==> src/rtl/scan_controller.sv <==
// rtl/scan_controller.sv - 4-digit display scan sequencer with anode dead-time and per-digit blanking
module scan_controller #(
  parameter int PRESCALE     = 1000,
  parameter int BLANK_CYCLES = 16
) (
  input  logic       clk,
  input  logic       rst_n,
  input  logic       enable,
  input  logic [3:0] blank_mask,
  output logic [3:0] select,
  output logic [3:0] an_n,
  output logic [1:0] slot,
  output logic       frame_tick
);

  localparam int CW = (PRESCALE > 1) ? $clog2(PRESCALE) : 1;
  localparam logic [CW-1:0] LAST  = CW'(PRESCALE - 1);
  localparam logic [CW-1:0] BLANK = CW'(BLANK_CYCLES);

  logic [CW-1:0] cnt, cnt_d;
  logic [3:0]    select_d, mask_q, mask_d, an_n_d;
  logic [1:0]    slot_d;
  logic          tick_d;

  always_comb begin
    cnt_d    = cnt;
    select_d = select;
    slot_d   = slot;
    mask_d   = mask_q;
    tick_d   = 1'b0;
    if (enable) begin
      if (cnt == LAST) begin
        cnt_d    = '0;
        select_d = {select[2:0], select[3]};
        slot_d   = slot + 2'd1;
        mask_d   = blank_mask;
        tick_d   = select[3];
      end else begin
        cnt_d = cnt + CW'(1);
      end
    end
    // Anode decision uses next-state values so it lines up with select/cnt on the same edge
    if (!enable || (cnt_d < BLANK) || mask_d[slot_d])
      an_n_d = 4'hF;
    else
      an_n_d = ~select_d;
  end

  always_ff @(posedge clk or negedge rst_n) begin
    if (!rst_n) begin
      cnt        <= '0;
      select     <= 4'b0001;
      slot       <= 2'd0;
      mask_q     <= 4'b0000;
      an_n       <= 4'hF;
      frame_tick <= 1'b0;
    end else begin
      cnt        <= cnt_d;
      select     <= select_d;
      slot       <= slot_d;
      mask_q     <= mask_d;
      an_n       <= an_n_d;
      frame_tick <= tick_d;
    end
  end

endmodule

==> config.mk <==
export PLATFORM = sky130hd
export DESIGN_NAME = scan_controller
export DESIGN_NICKNAME = d
export VERILOG_FILES = /design/src/rtl/scan_controller.sv
export SDC_FILE = /design/constraint.sdc
export NUM_CORES = 1
export LEC_CHECK = 0
export ABC_AREA = 1
export BUFFER_PORTS_ARGS = -buffer_cell sky130_fd_sc_hd__buf_2
export CORE_MARGIN = 3
export CORE_UTILIZATION = 60
export CTS_CLUSTER_SIZE = 28
export DETAILED_ROUTE_END_ITERATION = 12
export PLACE_DENSITY = 0.92
export SLEW_MARGIN = 20
export SYNTH_ARGS = -nofsm -noshare
export SYNTH_HDL_FRONTEND = slang
export SYNTH_SLANG_ARGS = --single-unit
==> constraint.sdc <==
create_clock -name clk -period 2.72 [get_ports clk]
set_clock_uncertainty 0.1 [all_clocks]
set_input_delay 0.136 -clock clk [delete_from_list [all_inputs] [get_ports clk]]
set_output_delay 0.136 -clock clk [all_outputs]
set_load 0.01 [all_outputs]
== Word-level counts from Yosys, hierarchy flattened ==
Cells that the tools add are included.
Storage, ports and cells
  register bits: 25
  input port bits: 7
  output and inout bits: 11
  word-level logic and storage cells: 28
Cells by class
  add/subtract/negate cells: 2
  magnitude comparators: 2
  equality and inequality tests: 1
  multiplexer cells: 13
  bitwise logic cells: 1
  reductions and logical operators: 3
Operator list (count)
  $mux 10: 2
  $mux 4: 5
  $add 10x1->10 const B: 1
  $eq 10x10->1 const B: 1
  $lt 10x5->1 const B: 1
  $mux 2: 2
  $not 4->4: 1
  $lt 2x3->1 const B: 1
  $mux 1: 3
  $add 2x1->2 const B: 1
  $bmux 1 s2: 1
  $logic_or 1x1->1: 2
  $logic_not 1->1: 1

== Longest topological paths before layout ==
  word-level depth: 7
  mapped depth: 10
  depth with buffers taken out: 10

== Least setup slack after synthesis ==
No wires, ideal clock.
  path type: reg-to-reg
  start: register cnt[0]
  end: register an_n[0]
  setup time: 0.089 ns
  arrival time: 1.412 ns
  required time: 2.531 ns
  setup slack: 1.119 ns
  cell stages (with the launch flop): 11
  path buffers: 1
  path through: dfrtp_1 ha_1 nand2_2 nor2_8 nand3_4 buf_6 nand2_1 nor2_1 nor2_2 nand2_2 nand4_1
On the way
  cells in the longest elaborated chain, start to end: 7
  elaborated cells on any way between the ends: 17
  those cells by class: add/sub: 1; order compare: 1; eq/ne: 1; mux: 11; bitwise: 1; reduce/logical: 2
RTL lines
  start: declaration: line 20  | logic [CW-1:0] cnt, cnt_d;
  start signal: assignment: line 58  | cnt <= cnt_d;
  $add 10x1->10 or $eq 10x10->1 (tied branches): line 39, 32
  $mux 10 *: line 32  | if (cnt == LAST) begin
  $mux 10 *: line 31  | if (enable) begin
  via cnt_d[9]: line 20
  $lt 10x5->1 *: line 43  | if (!enable || (cnt_d < BLANK) || mask_d[slot_d])
  $logic_or 1x1->1 * (2 in a row): line 43
  $mux 4 *: line 43
  via an_n_d[0]: line 21  | logic [3:0] select_d, mask_q, mask_d, an_n_d;
  end signal: assignment: line 62  | an_n <= an_n_d;
  end: declaration: line 11  | output logic [3:0] an_n,
Mark *: on every way through the listed nets, which the timed path passes. The rest lies on a longest branch. The select of a mux whose other input is x is not followed.

== Worst setup path in the final report ==
  start: register cnt[1]
  end: register an_n[2]
On the way
  cells in the longest elaborated chain, start to end: 7
  elaborated cells on any way between the ends: 17
  those cells by class: add/sub: 1; order compare: 1; eq/ne: 1; mux: 11; bitwise: 1; reduce/logical: 2
RTL lines
  $eq 10x10->1: line 32
  $mux 2: line 32
  $mux 2: line 31
  via slot_d[0]: line 22  | logic [1:0] slot_d;
  $bmux 1 s2: line 43
  $mux 1 (implied by the code): line 43
  $logic_or 1x1->1: line 43
  $mux 4: line 43
  via an_n_d[2]: line 21
The timed path passes the listed nets, and every way through them passes these cells. The select of a mux whose other input is x is not followed.

==> impl_metrics.csv <==
group,metric,value,unit
power,p_seq_frac,0.457,
sta,fmax,504,MHz
drt,viasPerCell,5.32,
worst_setup_path,timing.rr.start,"cnt[1]$_DFFE_PN0P_",
cells_and_area,nFillCells,152,
logic_synthesis,synth_top_family_by_area,"simple AND/OR/NAND/NOR gates",
placed_design,io_buffers,17,
drt,num_vias,1074,
drt,drc,0,
logic_synthesis,synth_compound_area_frac,0.0376,
cells_and_area,syn2layout_area_growth,10.4,%
floorplanning,core,2000,µm²
worst_setup_path,path_max_fanout,16,
cells_and_area,nets,184,
worst_setup_path,r2r_slack,0.74,ns
placed_design,dp_hpwl,2060,µm
logic_synthesis,async_reset_ff_frac,1.00,
power,p_clk_frac,0.117,
logic_synthesis,synth_seq_area_share,0.487,
worst_setup_path,start_kind,"flop",
clock_network,cts.reportedPaths.clkPinSlew,0.12,ns
sta,slew_headroom,0.635,
sta,slew_violations,0,
clock_network,postCtsSetupRepairBufs,0,
logic_synthesis,synth.distinct_cells,26,
power,p_int,0.759,mW
global_routing,gr-total-overflow,0,
clock_network,root_buffer,"clkbuf_4",
logic_synthesis,synthFlopType,"dfrtp_1",
floorplanning,io_pins,18,
worst_setup_path,required,2.86,ns
clock_network,cts_made_buffers,3,
floorplanning,core.rowCount,16,
logic_synthesis,synth_cells,155,
sta,setup-violations-final,0,
sta,period_minus_slack,1.98,ns
global_routing,grt.total_usage,0.227,
logic_synthesis,synthTopCellsByArea,"dfrtp_1 (39%), nand2_1 (14%), dfstp_2 (10%)",
global_routing,grt_pass1_vias,1022,
cells_and_area,final_util,0.715,
drt,drt-wirelength-per-cell,13.1,µm
hold_path,worstHoldPathType,"input pin to flop",
clock_network,worstSkewPairLatency,0.31,ns
power,cellLeakagePower,0.766,nW
sta,fin_crit_sh,0.729,
logic_synthesis,post-synth-top-area-cell,"dfrtp_1",
logic_synthesis,synth_xor_area_frac,0.00676,
logic_synthesis,synth_fp_nets,163,
power,power.density,937,nW/µm²
logic_synthesis,synth_area,1300,µm²
floorplanning,die_width,52.5,µm
power,max-vdd-ir-drop,0.547,mV
cells_and_area,antennaDiodeCount,0,
worst_setup_path,r2r-end,"an_n[2]$_DFF_PN1_",
logic_synthesis,synth-seq-cells,25,
drt,wirelength,2650,µm
hold_path,holdPathEnd,"mask_q[1]$_DFF_PN0_",
power,swShare,0.434,
sta,finalHoldViolations,0,
global_routing,antenna_found_initial,0,
hold_path,hold_path.startpoint,"blank_mask[1]",
logic_synthesis,yosys.area_share.adder,0.00965,
clock_network,cts.sinks,25,
global_routing,grt_first_pass_wirelength,4510,µm
drt,dr.pass1.iters,4,
worst_setup_path,endpoint_kind,"flop",
clock_network,clockBufferDepth,2,
logic_synthesis,synth_edf_count,0,
floorplanning,dieArea,2750,µm²
cells_and_area,layout-drive-gt1-share,0.240,
logic_synthesis,synth_most_common_cell,"nand2_1",
run,cap_violations,0,
placed_design,place_congestion,0.837,
logic_synthesis,yosysTopAreaCellShare,0.386,
logic_synthesis,yosys_warnings,0,
floorplanning,start_util,0.647,
worst_setup_path,worst-setup-path-type,"flop to flop",
global_routing,grt_max_degree,26,
sta,rsz0062_at_grt,"no",
logic_synthesis,synthSimpleGateAreaFrac,0.355,
logic_synthesis,syn_area_per_cell,8.36,µm²
sta,setup_tns,0,ns
logic_synthesis,yosys-top-cells-count,"nand2_1 (47), inv_1 (21), dfrtp_1 (20)",
clock_network,htreeDepth,1,
clock_network,cts_tree,"done",
drt,drtIter0Drc,25,
logic_synthesis,synthMuxAreaShare,0.00772,
power,comb_power_share,0.426,
floorplanning,die_h,52.5,µm
worst_setup_path,ff2ff_path_depth,10,
sta,tightest_slew,0.548,ns
outcome,outcome,"finished, final reports clean",
worst_setup_path,arrival,2.12,ns
hold_path,holdPathStages,3,
power,power_switching,0.582,mW
drt,ant_nets,0,
## power by group through the flow
| stage | Clock (mW) | Combinational (mW) | Sequential, mW |
|---|---|---|---|
| 5_1_grt | 0.176 | 0.648 | 0.629 |
| 4_1_cts | 0.164 | 0.570 | 0.611 |
| 2_1_floorplan | 0 | 0.401 | 0.624 |
| 3_5_place_dp | 0 | 0.565 | 0.618 |
| 3_3_place_gp | 0 | 0.537 | 0.612 |
| 6_report | 0.157 | 0.571 | 0.613 |
## layer usage
layer	vias to the layer above	routed length [µm]	GRT usage
met5	-	0	0
met3	4	147	0.0798
li1	536	-	-
met4	0	41	0.0723
met1	497	1130	0.260
met2	37	1330	0.390
## per-stage QoR
stage / std cells / hold slack (ns) / total power, mW / setup WS (ns) / instance area (µm²)
2_1_floorplan: 155 / -0.260 / 1.02 / 1.12 / 1300
5_1_grt: 202 / 0.00149 / 1.45 / 0.570 / 1430
6_report: 202 / 0.000997 / 1.34 / 0.737 / 1430
3_5_place_dp: 196 / 0.0413 / 1.18 / 0.803 / 1390
3_3_place_gp: 196 / 0.0368 / 1.15 / 0.985 / 1390
4_1_cts: 202 / 0.00298 / 1.35 / 0.777 / 1430
## what timing repair did
item	4_1_cts	5_1_grt
hold buffers	2	0
resized for setup	0	0
endpoints found under the hold margin	21	0
## registers in the layout, summed over array words and instances (netlist names)
signal      cells
select          4
slot            2
cnt            10
mask_q          4
frame_tick      1
an_n            4
## worst max-delay path by stage
stage | cells past startpoint | slack [ns] | start | to
2_1_floorplan | 10 | 1.12 | cnt[0]$_DFFE_PN0P_ | an_n[0]$_DFF_PN1_
3_3_place_gp | 10 | 0.99 | cnt[0]$_DFFE_PN0P_ | an_n[0]$_DFF_PN1_
3_5_place_dp | 10 | 0.80 | cnt[0]$_DFFE_PN0P_ | an_n[2]$_DFF_PN1_
4_1_cts | 10 | 0.78 | cnt[0]$_DFFE_PN0P_ | an_n[2]$_DFF_PN1_
5_1_grt | 10 | 0.57 | cnt[0]$_DFFE_PN0P_ | an_n[0]$_DFF_PN1_
6_report | 10 | 0.74 | cnt[1]$_DFFE_PN0P_ | an_n[2]$_DFF_PN1_
## placed cells by master (no fill, tap or decap), types with 2 or more instances in the layout
| cell | netlist | layout |
|---|---|---|
| nand2_1 | 47 | 47 |
| inv_1 | 21 | 21 |
| dfrtp_1 | 20 | 20 |
| buf_2 | 0 | 17 |
| nand3_1 | 15 | 15 |
| nand4_1 | 11 | 11 |
| nor2_1 | 5 | 5 |
| dfstp_2 | 5 | 5 |
| nor2_2 | 4 | 4 |
| nor2_4 | 3 | 3 |
| inv_2 | 3 | 3 |
| nand2_2 | 3 | 3 |
| clkbuf_4 | 0 | 3 |
| a21oi_1 | 2 | 2 |
| o21ai_1 | 2 | 2 |
| dlygate4sd3_1 | 0 | 2 |
## cells by family (layout without fill, tap and decap cells)
kind of cell,Yosys count,after routing
xor+xnor,1,1
simple gates,91,91
compound gates,8,8
fa+ha+maj,1,1
mux,1,1
buf+inv,28,48
flops,25,25
## critical path, cell delays in order, from the launching register on
cell and delay, ns:
dfrtp_1 0.40, ha_1 0.21, nand2_2 0.12, nor2_8 0.22, nand3_4 0.21, nand2_1 0.12
nand2_1 0.11, nand2_1 0.12, nand3_1 0.08, nand2_1 0.11, nand4_1 0.10
## layout make-up
cell class                 count  area [µm²]  area share
sequential                    25         632       0.441
multi-input combinational    102         541       0.378
timing repair buffer          19         105      0.0734
inverter                      25        93.8      0.0656
tap                           27        33.8      0.0236
clock buffer                   4        26.3      0.0184
(Power assumes the default switching activity.)
